<file path="src/rtl/ultrasonic_ranger.sv">
// ultrasonic_ranger: HC-SR04 trigger/echo timer producing a saturating cm distance with a valid strobe.
// Optional RANGER_MEDIAN_EN: distance is the median of the last three raw results (one extra cycle latency).
module ultrasonic_ranger #(
    parameter int PV_WIDTH         = 9,
    parameter int TRIG_CYCLES      = 1000,
    parameter int CYCLES_PER_CM    = 5800,
    parameter int MAX_DIST         = 400,
    parameter int WAIT_ECHO_CYCLES = 100000,
    parameter int PERIOD_CYCLES    = 6000000
) (
    input  logic                clk,
    input  logic                reset,
    input  logic                en,
    input  logic                echo,
    output logic                trig,
    output logic [PV_WIDTH-1:0] distance,
    output logic                valid,
    output logic                timeout
);
    localparam int TW = $clog2(TRIG_CYCLES);
    localparam int WW = $clog2(WAIT_ECHO_CYCLES);
    localparam int SW = $clog2(CYCLES_PER_CM);
    localparam int CW = $clog2(MAX_DIST + 1);
    localparam int PW = $clog2(PERIOD_CYCLES);
    typedef enum logic [2:0] {IDLE, TRIG, WAIT_ECHO, MEASURE, HOLDOFF} state_t;
    state_t state, state_next;
    logic echo_s1, echo_s, echo_d, rise, wrap, res_valid, res_to;
    logic [TW-1:0] trig_cnt;
    logic [WW-1:0] wait_cnt;
    logic [SW-1:0] sub_cnt;
    logic [CW-1:0] cm_cnt;
    logic [PW-1:0] per_cnt;
    logic [PV_WIDTH-1:0] res_dist;
    assign rise = echo_s & ~echo_d;
    assign wrap = sub_cnt == SW'(CYCLES_PER_CM - 1);
    always_comb begin
        state_next = state;
        res_valid = 1'b0;
        res_to = 1'b0;
        res_dist = PV_WIDTH'(cm_cnt);
        if (!en) state_next = IDLE;
        else case (state)
            IDLE:    state_next = TRIG;
            TRIG:    state_next = trig_cnt == TW'(TRIG_CYCLES - 1) ? WAIT_ECHO : TRIG;
            WAIT_ECHO: begin
                if (rise) state_next = MEASURE;
                else if (wait_cnt == WW'(WAIT_ECHO_CYCLES - 1)) begin
                    state_next = HOLDOFF;
                    res_valid = 1'b1;
                    res_to = 1'b1;
                    res_dist = PV_WIDTH'(MAX_DIST);
                end
            end
            MEASURE: begin
                if (!echo_s || cm_cnt == CW'(MAX_DIST)) begin
                    state_next = HOLDOFF;
                    res_valid = 1'b1;
                    res_to = echo_s;
                end
            end
            HOLDOFF: state_next = per_cnt == PW'(PERIOD_CYCLES - 1) && !echo_s ? TRIG : HOLDOFF;
            default: state_next = IDLE;
        endcase
    end
    // the rising-edge cycle itself is the first counted echo-high cycle
    always_ff @(posedge clk) begin
        if (reset) begin
            state <= IDLE;
            {echo_s1, echo_s, echo_d, trig} <= '0;
            trig_cnt <= '0;
            wait_cnt <= '0;
            sub_cnt <= '0;
            cm_cnt <= '0;
            per_cnt <= '0;
        end else begin
            state <= state_next;
            {echo_s1, echo_s, echo_d} <= {echo, echo_s1, echo_s};
            trig <= state_next == TRIG;
            trig_cnt <= state == TRIG ? trig_cnt + 1'b1 : '0;
            wait_cnt <= state == WAIT_ECHO ? wait_cnt + 1'b1 : '0;
            per_cnt <= state_next == TRIG && state != TRIG ? '0 :
                       per_cnt == PW'(PERIOD_CYCLES - 1) ? per_cnt : per_cnt + 1'b1;
            if (state == WAIT_ECHO) begin
                sub_cnt <= SW'(1);
                cm_cnt <= '0;
            end else if (state == MEASURE && echo_s) begin
                sub_cnt <= wrap ? '0 : sub_cnt + 1'b1;
                cm_cnt <= cm_cnt + CW'(wrap);
            end
        end
    end
`ifdef RANGER_MEDIAN_EN
    logic [PV_WIDTH-1:0] h0, h1, h2, lo, hi, med;
    logic v1, t1;
    always_comb begin
        lo = h0 < h1 ? h0 : h1;
        hi = h0 < h1 ? h1 : h0;
        med = hi < h2 ? hi : (lo > h2 ? lo : h2);
    end
    always_ff @(posedge clk) begin
        if (reset) begin
            {h0, h1, h2, distance} <= '0;
            {v1, t1, valid, timeout} <= '0;
        end else begin
            v1 <= res_valid;
            t1 <= res_to;
            if (res_valid) {h2, h1, h0} <= {h1, h0, res_dist};
            valid <= v1;
            if (v1) begin
                distance <= med;
                timeout <= t1;
            end
        end
    end
`else
    always_ff @(posedge clk) begin
        if (reset) begin
            distance <= '0;
            {valid, timeout} <= '0;
        end else begin
            valid <= res_valid;
            if (res_valid) begin
                distance <= res_dist;
                timeout <= res_to;
            end
        end
    end
`endif
endmodule
</file>
<file path="config.mk">
export PLATFORM = sky130hd
export DESIGN_NAME = ultrasonic_ranger
export DESIGN_NICKNAME = d
export VERILOG_FILES = /design/src/rtl/ultrasonic_ranger.sv
export SDC_FILE = /design/constraint.sdc
export NUM_CORES = 1
export LEC_CHECK = 0
export CAP_MARGIN = 30
export CORE_UTILIZATION = 60
export DETAILED_ROUTE_END_ITERATION = 10
export GPL_ROUTABILITY_DRIVEN = 0
export PLACE_DENSITY_LB_ADDON = 0.1
export SLEW_MARGIN = 20
export SYNTH_ARGS = -nofsm -noshare
export SYNTH_HDL_FRONTEND = slang
export SYNTH_SLANG_ARGS = --single-unit
</file>
<file path="constraint.sdc">
create_clock -name clk -period 2.9 [get_ports clk]
set_clock_uncertainty 0.05 [all_clocks]
set_input_delay 0.58 -clock clk [delete_from_list [all_inputs] [get_ports clk]]
set_output_delay 0.58 -clock clk [all_outputs]
set_load 0.05 [all_outputs]
</file>
# Word level (Yosys, flattened, before mapping)
# Cells that the tools add are included.
word_totals:
  regBits: 90
  in_bits: 4
classes:
  add_sub_neg: 5
  eq_ne: 11
  mux: 22
  bitwise: 4
  reduce_logical: 11
ops:
  columns: ["cell", "n"]
  rows:
  - ["9-bit two-way mux", 4]
  - ["23-bit by 1-bit adder with 23-bit output, second input constant", 1]
  - ["23-bit equality test, second input constant", 1]
  - ["17-bit by 1-bit adder with 17-bit output, second input constant", 1]
  - ["17-bit equality test, second input constant", 1]
  - ["3-bit two-way mux", 5]
  - ["3-bit one-hot mux with 5 select lines", 1]
  - ["13-bit by 1-bit adder with 13-bit output, second input constant", 1]
  - ["13-bit equality test, second input constant", 1]
  - ["13-bit two-way mux", 1]
  - ["10-bit by 1-bit adder with 10-bit output, second input constant", 1]
  - ["10-bit equality test, second input constant", 1]
  - ["9-bit by 1-bit adder with 9-bit output", 1]
  - ["9-bit equality test, second input constant", 1]
  - ["1-bit two-way mux", 8]
  - ["2-bit OR reduction", 4]
  - ["3-bit by 1-bit equality test with 1-bit output, second input constant", 2]
  - ["3-bit by 2-bit equality test with 1-bit output, second input constant", 2]
  - ["1-bit one-hot mux with 2 select lines", 2]
  - ["3-bit equality test, second input constant", 1]
  - ["1-bit logical AND", 3]
  - ["3-bit logical NOT", 1]
  - ["3-bit by 1-bit != test with 1-bit output, second input constant", 1]
  - ["1-bit inverter", 3]
  - ["5 further kinds", 5]

# Logic depth before layout (Yosys ltp)
depth:
  depth_word: 8
  mapped_depth: 11
  ltp_nobuf: 11

# Least setup slack after synthesis
# Ideal clock, no wire load.
synth_timing:
  path_kind: "register to register"
  startpoint: "register per_cnt[7]"
  endpoint: "register per_cnt[12]"
  setup_time_ps: 115
  arrival_ps: 2225
  required_ps: 2735
  setup_slack_ps: 510
  path_stages_with_launch: 8
  n_path_buf: 2
  synth_period_minus_slack_ps: 2390
  cell_sequence: "dfxtp_1 > or4b_1 > or4_1 > buf_2 > o31a_4 > o31ai_4 > buf_6 > nor2_2"
synth_via:
  elab_chain_cells: 8
synth_lines:
  columns: ["item", "line", "rtl"]
  rows:
  - ["start, declared", "32", "logic [PW-1:0] per_cnt;"]
  - ["start signal, assigned", "81", "per_cnt <= state_next == TRIG && state != TRIG ? '0 :"]
  - ["23-bit equality test", "61, 82", null]
  - ["1-bit logical AND", "61", "HOLDOFF: state_next = per_cnt == PW'(PERIOD_CYCLES - 1) && !echo_s ? TRIG : HOLDOFF;"]
  - ["3-bit two-way mux", "61", null]
  - ["3-bit one-hot mux with 5 select lines", "42", "else case (state)"]
  - ["3-bit two-way mux", "41", "if (!en) state_next = IDLE;"]
  - ["3-bit by 1-bit equality test with 1-bit output", "81", null]
  - ["1-bit logical AND", "81", null]
  - ["2-bit OR reduction (no line)", null, null]
# Several ways; a longest one is shown, not always the timed one.
# A chain may end at the register's enable or synchronous reset.

# Final worst setup path
layout_timing:
  startpoint: "register per_cnt[7]"
  endpoint: "register per_cnt[1]"
layout_via:
  elab_chain_cells: 8
layout_lines:
  columns: ["item", "line"]
  rows:
  - ["23-bit equality test *", "61, 82"]
  - ["1-bit logical AND", "61"]
  - ["3-bit two-way mux", "61"]
  - ["3-bit one-hot mux with 5 select lines", "42"]
  - ["3-bit two-way mux", "41"]
  - ["3-bit by 1-bit equality test with 1-bit output", "81"]
  - ["1-bit logical AND", "81"]
  - ["2-bit OR reduction (no line)", null]
# Every way passes the cells marked *; elsewhere a longest branch is shown, timed or not.

==> results <==
- The run finished, with violations left.
- The checks that failed: design-rule violations.
- The first-pass GRT wire length is between 10,000 and 15,000 um.
- For this run, the number of standard cells in the final layout without fillers is 548.
- STA classifies the critical path endpoint as a flop.
- The fill cell total of the finished layout is 537.
- The sequential share of power is 59.3%.
- No sink is reached through more buffers than the 2 on the longest clock path.
- The switching share of power is 21.53%.
- TritonCTS built the clock tree.
- Summing all multi-input logic gate instances after layout gives around 2100 um^2.
- Row generation in the floorplan step produced 29 rows.
- The internal power of the cells totals 1651 uW.
- The count of boundary I/O pins is 16.
- The clock-pin slew on the worst setup and hold paths is 0.08 ns.
- The total overflow reported by the global router is 0.
- The post-synthesis instance total is 451.
- Measured against its own limit, the worst slew margin works out to 38.79%.
- Setup repair after global routing left no endpoint under its margin.
- The per-cell via count in the routed design is 5.646.
- The number of antenna violations at the first check in global routing is 0.
- The top achievable clock speed is 390.2 MHz.
- The pre-antenna-repair detailed-routing pass consisted of 7 iterations.
- The cell chosen for the clock root is sky130_fd_sc_hd__clkbuf_8.
- The synthesized net count is 461.
- The areal power density over the cells is 471.8 nW/um^2.
- The number of hold buffers added after cts is 0.
- The DRC violation count after routing is 2.
- Measured along the x axis, the die boundary spans 84.35 um.
- Once placement finished, the instance area stood at between 4000 and 5000 um^2.
- Summing all non-filler instances in the final layout gives an area of between 4000 and 5000 um^2.
- Across all hold checks on the routed design, the worst slack comes to ~0.39 ns.
- Wires add up to 7378 um.
- The number of resized instances in the post-cts repair step is 0.
- After synthesis the netlist holds a flip-flop and latch count of 90.
- The summed negative setup slack over all endpoints is 0 ns.
- The proportion of power drawn by combinational gates is between 2 and 3%.
- The final hold violation count is 0.
- The total CTS buffers is 9.
- The transition time of the tightest slew-check pin is 0.9162 ns.
- IR analysis of the VDD net gives a maximum drop of 0.3748 mV.
- Setup violations remaining at the end of the flow were counted as 0.
- The kind of launch point of the worst setup path is a flop.
- Across the run, the number of max-cap violations was 0.
- Compared with the post-synthesis result, the final layout area differs by 9.625%.
- The fraction of final layout cells sized beyond drive strength 1 is 9.342%.
- The net count of the finished layout is 477.
- Subtracting the final worst setup slack from the clock period gives 2.563 ns.
- The data required time at the worst endpoint is 3.08 ns.
- The share of the clock period used by the worst path is 88.38%.
- Once detail routing completed, the nets flagged for antenna violations numbered 0.
- The detailed router finished its first iteration with 130 violations.
- The die boundary height is 84.35 um.
- The proportion of synthesized flip-flops having asynchronous set or reset is 0%.
- The floorplan step defined a die boundary enclosing slightly above 7000 um^2.
- The floorplan core area is 6459 um^2.
- The class of the most critical hold timing path is flop to flop.
- After detailed routing, the average wire length per cell comes to about 13 um.
- Of the total power, the clock network draws 38.1%.
- The clock reaches the later pin of the worst-skew pair after 0.34 ns.
- The count of unique library cells instantiated by Yosys is 48.
- In this run the number of H-tree levels came out at 3.
- The static leakage power is 0.001543 uW.
- After legalization and detailed placement, the total HPWL measured 5122 um.
- The maximum number of pins on one net before global-route repair is 24.
- The max-slew violation total from the final report was 0.
- The via count of the first global-routing pass is just under 3,000.
- The class of the most critical setup path is flop to flop.
- The final route contains just over 3,000 vias.
- 0 antenna diodes ended up in the layout.
- The effective utilization at floorplan is 63.00%.
- Along the worst path, the maximum fanout reaches 23.
- The number of warnings printed during yosys synthesis is 0.
- The total net switching power is 453.0 uW.
- Across the whole layout, storage elements account for 1802 um^2.
- The combined global-route utilization of all metal layers is 21.94%.
- The placed cell count is 533.
- Port buffering added 15 buffers.
- STA puts the critical path data arrival time at ~2.7 ns.
- The portion of the post-synthesis area used by sequential elements is 44.28%.
- The number of setup buffers added after CTS is 0.
- The number of sinks handled by clock tree synthesis is 90.
- After layout, the design draws a total of 2104 uW.
- Among all flip-flop cells after synthesis, the most frequent one is sky130_fd_sc_hd__dfxtp_1.
- Averaged over all synthesized cells, the footprint is 9.022 um^2.
- The number of synthesized flops with an enable pin is 0.
- Summing every instance area after synthesis gives 4069 um^2.
[worst paths after layout]
| check | cells past startpoint | to | slack, ns | startpoint |
|---|---|---|---|---|
| setup / recovery | 6 | per_cnt[1] | 0.34 | per_cnt[7] |
| hold / removal | 1 | echo_s | 0.39 | echo_s1 |
| setup reg to reg | 6 | per_cnt[1] | 0.34 | per_cnt[7] |
| hold reg to reg | 1 | echo_s | 0.39 | echo_s1 |
[registers in the layout, indices dropped and copies added (netlist names), 3 cells and up]
signal,flops
cm_cnt,9
distance,9
per_cnt,23
state,3
sub_cnt,13
trig_cnt,10
wait_cnt,17
[cell usage after synthesis (3+ instances only)]
cell type	count	share of area, %
sky130_fd_sc_hd__o211ai_1	3	0.55
sky130_fd_sc_hd__o21ai_0	12	1.5
sky130_fd_sc_hd__and2_1	8	1.2
sky130_fd_sc_hd__xnor2_1	12	2.6
sky130_fd_sc_hd__nor3_1	4	0.49
sky130_fd_sc_hd__nand3_1	26	3.2
sky130_fd_sc_hd__and3_1	14	2.2
sky130_fd_sc_hd__a311o_1	6	1.5
sky130_fd_sc_hd__dfxtp_1	90	44
sky130_fd_sc_hd__inv_1	8	0.74
sky130_fd_sc_hd__nor3b_1	10	1.8
sky130_fd_sc_hd__a21oi_1	16	2.0
sky130_fd_sc_hd__and4_1	8	1.7
sky130_fd_sc_hd__nor2b_1	6	0.92
sky130_fd_sc_hd__ha_1	6	1.8
sky130_fd_sc_hd__nand4_1	16	2.5
sky130_fd_sc_hd__nor4_1	5	0.77
sky130_fd_sc_hd__nand2_1	34	3.1
sky130_fd_sc_hd__nor2_2	20	3.1
sky130_fd_sc_hd__or3_1	5	0.77
sky130_fd_sc_hd__xor2_1	45	9.7
sky130_fd_sc_hd__buf_6	3	0.83
sky130_fd_sc_hd__nor2_1	53	4.9
sky130_fd_sc_hd__o21a_1	4	0.74
sky130_fd_sc_hd__clkbuf_1	8	0.74
[critical path: stages (launching register included)]
cell	delay (ns)
sky130_fd_sc_hd__dfxtp_1	0.36
sky130_fd_sc_hd__or4b_1	0.53
sky130_fd_sc_hd__or4_1	0.58
sky130_fd_sc_hd__o31a_4	0.36
sky130_fd_sc_hd__o31ai_4	0.28
sky130_fd_sc_hd__buf_12	0.23
sky130_fd_sc_hd__nor2_1	0.07
[metrics by stage]
stage | utilization, % | setup slack [ns]
final | 69.06 | 0.3371
after global routing | 69.06 | 0.1988
after CTS | 69.06 | 0.3433
after detailed placement | 66.21 | 0.3768
after global placement | 66.21 | 0.4186
after floorplan | - | 0.5097
[cell type report]
cell class	instances	area share [%]
Multi-Input combinational cell	338	48.16
Clock inverter	5	1.262
Timing Repair Buffer	20	4.488
Inverter	8	0.6732
Clock buffer	10	2.861
Tap cell	77	2.160
Sequential cell	90	40.39
[power by group through the flow]
| stage | clock [uW] | combinational (uW) | sequential [uW] |
|---|---|---|---|
| 2_1_floorplan | 0 | 41.8 | 1270 |
| 3_3_place_gp | 0 | 53.7 | 1280 |
| 3_5_place_dp | 0 | 54.7 | 1280 |
| 4_1_cts | 834 | 55.3 | 1250 |
| 5_1_grt | 882 | 59.9 | 1250 |
| 6_report | 802 | 55.0 | 1250 |
[cells by family after synthesis]
logic type,share of synthesized area [%]
AND/OR/NAND/NOR,29.43
adder cells (fa/ha/maj),1.845
AO/OA/AOI/OAI,9.010
buffers and inverters,2.921
flip-flops,44.28
XOR/XNOR,12.27
multiplexers,0.2460
[placed cells by master (no fill, tap or decap), types with 2 or more instances in the layout]
cell                              instances
sky130_fd_sc_hd__a21oi_1                 16
sky130_fd_sc_hd__and2_1                   8
sky130_fd_sc_hd__dfxtp_1                 90
sky130_fd_sc_hd__xor2_1                  45
sky130_fd_sc_hd__o211ai_1                 3
sky130_fd_sc_hd__o21a_1                   4
sky130_fd_sc_hd__or2_2                    2
sky130_fd_sc_hd__nor3_1                   4
sky130_fd_sc_hd__nor4b_1                  2
sky130_fd_sc_hd__and4b_1                  2
sky130_fd_sc_hd__or3_1                    5
sky130_fd_sc_hd__o2111ai_1                2
sky130_fd_sc_hd__nand3_1                 26
sky130_fd_sc_hd__a311o_1                  6
sky130_fd_sc_hd__xnor2_1                 12
sky130_fd_sc_hd__and3_1                  14
sky130_fd_sc_hd__o21ai_0                 12
sky130_fd_sc_hd__and4_1                   8
sky130_fd_sc_hd__inv_1                    8
sky130_fd_sc_hd__clkbuf_8                 9
sky130_fd_sc_hd__nor2_2                  20
sky130_fd_sc_hd__clkdlybuf4s50_1         15
sky130_fd_sc_hd__nand4_1                 16
sky130_fd_sc_hd__or4_1                    2
sky130_fd_sc_hd__nor2b_1                  6
sky130_fd_sc_hd__ha_1                     6
sky130_fd_sc_hd__clkinv_2                 2
sky130_fd_sc_hd__nor2_1                  53
sky130_fd_sc_hd__nand2_1                 34
sky130_fd_sc_hd__nor3b_1                 10
sky130_fd_sc_hd__nor4_1                   5
sky130_fd_sc_hd__buf_4                    4
sky130_fd_sc_hd__a211oi_1                 2
[routing by layer]
layer	up-vias	part of all wire [%]	global-route usage (%)	wire length (um)
met3	5	2.5	5.900	182
met5	-	0	0	0
met2	25	48	37.33	3550
met1	1456	49	28.38	3600
li1	1608	-	-	-
met4	0	0.60	4.160	44
Note: power is estimated with default switching activity, not from simulation.
